--- config.mk ---
export PLATFORM = sky130hd
export DESIGN_NAME = shift_seq_ctrl
export DESIGN_NICKNAME = d
export VERILOG_FILES = /design/src/rtl/shift_seq_ctrl.sv
export SDC_FILE = /design/constraint.sdc
export NUM_CORES = 1
export LEC_CHECK = 0
export BUFFER_PORTS_ARGS = -buffer_cell sky130_fd_sc_hd__buf_2
export CAP_MARGIN = 0
export CORE_AREA = 2 2 95 97
export CTS_CLUSTER_SIZE = 28
export DETAILED_ROUTE_END_ITERATION = 10
export DIE_AREA = 0 0 97 99
export GPL_TIMING_DRIVEN = 0
export PLACE_DENSITY = 0.74
export SLEW_MARGIN = 5
export SYNTH_ARGS = -nofsm -noshare
export SYNTH_HDL_FRONTEND = slang
export SYNTH_SLANG_ARGS = --single-unit
--- constraint.sdc ---
create_clock -name clk -period 2.45 [get_ports clk]
set_input_delay 0.1225 -clock clk [delete_from_list [all_inputs] [get_ports clk]]
set_output_delay 0.1225 -clock clk [all_outputs]
set_load 0.05 [all_outputs]
--- src/rtl/shift_seq_ctrl.sv ---
// shift_seq_ctrl: multi-cycle SLL/SRL/SRA sequencer using coarse and 1-bit shift steps
module shift_seq_ctrl #(
  parameter int WIDTH  = 32,
  parameter int SHW    = 5,
  parameter int COARSE = 4
) (
  input  logic             clk,
  input  logic             rst_n,
  input  logic             start,
  input  logic [1:0]       op,
  input  logic [WIDTH-1:0] rt,
  input  logic [SHW-1:0]   shamt,
  input  logic             flush,
  output logic             ready,
  output logic             busy,
  output logic             done,
  output logic [WIDTH-1:0] res,
  output logic             err
);
  typedef enum logic [1:0] {IDLE, SHIFT, DONE} state_t;
  state_t state, nstate;
  logic [WIDTH-1:0] sr, nsr;
  logic [SHW-1:0] rem, nrem;
  logic [1:0] opr;
  logic acc, zero, big, fill, last;
  assign ready = state != SHIFT;
  assign busy  = state == SHIFT;
  // next state and one shift step; SRA refills from the register MSB, which stays the original sign
  always_comb begin
    acc    = ready & start & ~flush;
    zero   = shamt == '0 || op == 2'b11;
    big    = rem >= SHW'(COARSE);
    fill   = opr[1] & sr[WIDTH-1];
    nsr    = opr == 2'b00 ? (big ? {sr[WIDTH-COARSE-1:0], {COARSE{1'b0}}} : {sr[WIDTH-2:0], 1'b0})
                          : (big ? {{COARSE{fill}}, sr[WIDTH-1:COARSE]} : {fill, sr[WIDTH-1:1]});
    nrem   = rem - (big ? SHW'(COARSE) : SHW'(1));
    last   = nrem == '0;
    nstate = flush ? IDLE : acc ? (zero ? DONE : SHIFT) : state == SHIFT ? (last ? DONE : SHIFT) : IDLE;
  end
  // state register
  always_ff @(posedge clk)
    if (!rst_n) state <= IDLE;
    else state <= nstate;
  // operand capture, stepping and registered result/flags
  always_ff @(posedge clk) begin
    if (!rst_n) begin
      sr   <= '0;
      rem  <= '0;
      opr  <= '0;
      res  <= '0;
      done <= 1'b0;
      err  <= 1'b0;
    end else begin
      done <= nstate == DONE;
      err  <= acc && op == 2'b11;
      if (acc) begin
        sr  <= rt;
        rem <= shamt;
        opr <= op;
        if (zero) res <= rt;
      end else if (state == SHIFT && !flush) begin
        sr  <= nsr;
        rem <= nrem;
        if (last) res <= nsr;
      end
    end
  end
endmodule

### Word-level counts from Yosys, hierarchy flattened

Index checks and enable logic that the tools add are counted.

* flip-flop bits (word level): 75
* input port bits: 43
* output and inout port bits: 36

* $add $sub $neg: 1
* order comparisons: 1
* eq/ne operators: 5
* muxes and demuxes: 17
* bitwise logic cells: 4
* reduce and logical (&&, ||, !) cells: 10

Operator list (number)
* 32-bit two-way mux: 8
* 31-bit two-way mux: 1
* 5-bit logical NOT: 2
* 2-bit two-way mux: 5
* 5-bit two-way mux: 2
* 5-bit by 3-bit greater-or-equal comparator with 1-bit output (second input constant): 1
* 5-bit by 3-bit subtractor with 5-bit output: 1
* 2-bit equality test (second input constant): 2
* 2-bit by 1-bit inequality test with 1-bit output (second input constant): 2
* 2-bit nonzero test: 2
* 1-bit bitwise AND: 3
* 3-bit two-way mux: 1
* 3-bit AND reduction: 1
* 2-bit by 1-bit equality test with 1-bit output (second input constant): 1
* 1-bit logical AND: 2
* 2-bit logical NOT: 1
* 1-bit logical NOT: 1
* 1-bit logical OR: 1
* 1-bit NOT: 1

### Depth between registers and ports, before layout

* word-level depth: 9
* mapped depth: 15

### Worst setup path after synthesis

Ideal clock, no wire load.

* path kind: register to register
* start point: register rem[4]
* end point: register res[28]
* arrival: 2.593 ns
* slack: -0.259 ns
* cell stages (with the launch flop): 16
* buffers on the path: 5
* cell sequence: dfxtp_1 -> or3_4 -> buf_2 -> buf_2 -> inv_1 -> ha_1 -> ha_1 -> nor2b_1 -> a21oi_2 -> o22ai_1 -> a22o_1 -> buf_6 -> buf_12 -> buf_6 -> nand2_1 -> o211a_1

* word-level cells in the longest chain between the ends: 6
* elaborated cells on any way between the ends: 12
* those cells by class: add/sub (1); order compare (1); mux (7); reduce/logical (3)

Ends and longest elaborated chain
* from (decl): line 23 `logic [SHW-1:0] rem, nrem;`
* from (signal assigned): line 58 `rem <= shamt;`
* from (signal assigned): line 63 `rem <= nrem;`
* 5-bit by 3-bit greater-or-equal comparator with 1-bit output: line 32 `big = rem >= SHW'(COARSE);`
* 3-bit two-way mux, or another cell as far along: line 36 `nrem = rem - (big ? SHW'(COARSE) : SHW'(1));`
* 5-bit by 3-bit subtractor with 5-bit output or 32-bit two-way mux (tied branches): line 36, 34
* 5-bit logical NOT or 32-bit two-way mux (tied branches): line 37, 64
* 2-bit nonzero test (no line) or 32-bit two-way mux (tied branches)
* 3-bit AND reduction (no line) or 32-bit two-way mux (tied branches)
* to (signal assigned): line 60 `if (zero) res <= rt;`
* to (signal assigned): line 64 `if (last) res <= nsr;`
* to (decl): line 17 `output logic [WIDTH-1:0] res,`

Several ways; a longest one is shown, not always the timed one. The select of a mux whose other input is x is not followed.
A chain may end at the register's enable or synchronous reset.

### Worst setup path after layout

* start point: register rem[3]
* end point: register res[16]

The elaborated chain is that of the path after synthesis.

==> summary.txt <==
Clock network
  • Clk buf depth: 2
  • Root Buffer: clkbuf_8
  • # H-tree levels: 3
  • Worst-path clk slew: about 80 ps
  • CTS sink count: 75
  • Num CTS Buffers: 9
  • CTS tree: yes
  • Worst skew pair latency: roughly 360 ps
  • Post-CTS Hold Fix Bufs: 0

Pwr
  • P_int: ~2400 µW
  • Switching Share: 32.5%
  • Combinational Power Share: a little under a third
  • Power Dens Cells: between 600 and 700 mW/mm²
  • Seq pwr share: a little under two fifths
  • Static leakage: ~0.0028 µW
  • Maximum VDD drop: 401 µV
  • Clock Power Share: between 30% and 40%
  • P_sw: around 1200 µW

Cells and area
  • Commonest non-fill, non-tap cells in the layout: nand2_1, buf_2, dfxtp_1
  • Finished layout cell area: ~0.0053 mm²
  • Post-Route Utilization: a little over three fifths
  • Final net count: ~630
  • Most common cell after layout, fill and taps aside: nand2_1
  • Inserted Diodes: 0
  • Area growth from synthesis to layout: 28.2%
  • Ratio of cells with drive above 1 in the final layout: approximately a third

Synth
  • Dominant synthesized flop cell: dfxtp_1
  • Mapped Avg Cell Area: between 8 and 9 µm²
  • Async S/R FF share, synth: 0%
  • Flops & latches, synth: 75
  • Seq/Total Area, Yosys: 36.0%
  • Synthesized cell area: around 0.0042 mm²
  • Synthesized instance count: ~470
  • Warnings from Yosys: 0
  • Mapped Nets: between 500 and 600
  • EDFF count, synth: 0
  • Post-synth cell types: 53

Drt
  • Detailed-router iteration count before antenna repair: 5
  • 1st-iter DRT viols: approximately 420
  • Vias/cell: between 6 and 7
  • ANT nets after route: 0
  • Routed Wire Length: 13500 µm
  • DRC: 0
  • Via count: just over 4k
  • Routed len/inst: between 15 and 20 µm

Worst hold path
  • Worst Hold Class: input pin to flop
  • Worst Hold Depth: 3

Floorplan
  • Initial core utilization: about half
  • # IOs: between 70 and 80
  • Die area: 0.00960 mm²
  • Die Y: roughly 99 µm
  • Die Wd: around 97 µm
  • Row cnt: 34
  • Core area: around 0.0086 mm²

Global routing
  • Vias in the first global route: 4119
  • Pin count of the biggest net entering global routing: 19
  • Total congestion overflow: 0
  • First-pass GRT wire length: around 21000 µm
  • Total GRT Usage: 27.7%
  • Initial antenna violation count: 0

Setup path
  • Worst setup EP type: flop
  • Req. time, crit path: around 2700 ps
  • Crit path max fanout: 8
  • CP Cell Sequence: or3_4, buf_8, inv_4, ha_4, ha_4, nor2b_4, a21oi_2, o22ai_2, a22o_1, buf_6, buf_12, clkbuf_16, nand2_2, o211a_1
  • Worst Setup Start Kind: flop
  • Worst Path Arrival: about 2900 ps
  • R2R depth: 14
  • WS Path Type: flop to flop
  • CP peak stage delay: between 400 and 500 ps
  • Slowest library cell on the worst path: or3_4
  • Cell mode on critical path: ha_4

STA
  • Max-slew violation count: 0
  • Setup WS post-layout: -211 ps
  • Final setup violation count: 32
  • Slew @ Worst Pin: just over 800 ps
  • Total negative slack: -4790 ps
  • Fin. Hold Viols: 0
  • Final period util: 109%
  • Fmax: 0.376 GHz
  • Hold WS: 13.5 ps
  • Setup repair after global routing missed its margin: yes
  • Final min period: between 2000 and 3000 ps
  • Slew headroom: 45.6%
  • Worst clock skew: between 10 and 15 ps

Placed design
  • IO Port Bufs: 76
  • Hpwl dp: 9550 µm
  • Placer's final routability congestion estimate: 1.00
  • Area after DPL: approximately 0.0048 mm²
  • DP Worst Slack: -435 ps

Run status
  • Status: complete, but fails checks
  • Violated checks: negative setup slack

Run
  • MaxCap Viol Count: 0
## through the flow
stage	total power, µW	std cells
2_1_floorplan	2090	472
3_3_place_gp	2330	656
3_5_place_dp	2350	656
4_1_cts	3530	687
5_1_grt	3730	692
6_report	3600	692
## critical path: cells and delay by family (launching register included)
kind / cells / cell delay, ps
DFF: 1 / 330
AOI/OAI and AO/OA: 4 / 630
and+or+nand+nor: 3 / 630
adders and majority gates: 2 / 280
buffers and inverters: 5 / 670
## sequential cells by signal (all words and copies together) (netlist names)
name	count
err	1
done	1
state	2
rem	5
res	32
sr	32
opr	2
## cell usage after synthesis, types with 4 or more instances
library cell | n | area, µm²
a211oi_1 | 4 | 30.0
a21boi_0 | 4 | 30.0
a21oi_1 | 41 | 205
a22oi_1 | 10 | 75.1
a31oi_1 | 5 | 31.3
and2_1 | 5 | 31.3
buf_2 | 11 | 55.1
buf_4 | 5 | 37.5
buf_6 | 6 | 67.6
clkbuf_1 | 16 | 60.1
dfxtp_1 | 75 | 1500
inv_1 | 6 | 22.5
mux2i_1 | 16 | 160
mux4_2 | 7 | 158
nand2_1 | 115 | 432
nand3_1 | 13 | 65.1
nand4_1 | 4 | 25.0
nor2_1 | 9 | 33.8
nor2b_1 | 8 | 50.1
o211a_1 | 55 | 551
o21ai_0 | 7 | 35.0
## cell type report
type	instances	area, µm²
fillers	748	3210
flip-flops and latches	75	1500
inverters	8	45.0
clock inverters	6	105
multi-input cells	345	2470
well taps	108	135
repair buffers	100	653
plain buffers	41	302
clock buffers	9	124
## metal layers
| layer | vias up | wire length (µm) | part of all wire (%) | track usage, % |
|---|---|---|---|---|
| li1 | 1940 | - | - | - |
| met1 | 2004 | 5730 | 43 | 35.7 |
| met2 | 189 | 6460 | 48 | 46.2 |
| met3 | 24 | 998 | 7.4 | 5.18 |
| met4 | 0 | 290 | 2.2 | 10.8 |
| met5 | - | 0 | 0 | 0 |
## power by group through the flow
stage               Clock (µW)  Sequential (µW)  Combinational, µW
CTS                       1140             1360               1030
finish                    1140             1370               1100
detailed placement           0             1390                956
floorplan                    0             1450                643
global route              1180             1370               1170
global placement             0             1390                941
## cell families (layout without fill, tap and decap cells)
family	after synthesis	count (layout)	share of synthesized area [%]
AOI/OAI and AO/OA	149	149	28.5
adders and majority gates	3	3	0.901
buffers and inverters	52	164	8.05
muxes	24	24	8.26
and+or+nand+nor	169	169	18.3
DFF	75	75	36.0
## timing repair
| action | in CTS | in global routing |
|---|---|---|
| gates resized for setup | 17 | 26 |
| gates cloned | 3 | 2 |
| setup buffers | 15 | 8 |
| endpoints found under the setup margin | 35 | 33 |
| pin swaps | 7 | 12 |
| hold endpoints to repair | 0 | 0 |
## worst paths after layout
path / start / end / slack [ps]
min reg2reg: res[3] / res[3] / 490
max: rem[3] / res[16] / -210
min: op[1] / err / 10
max reg2reg: rem[3] / res[16] / -210
Note: power is estimated with default switching activity, not from simulation.
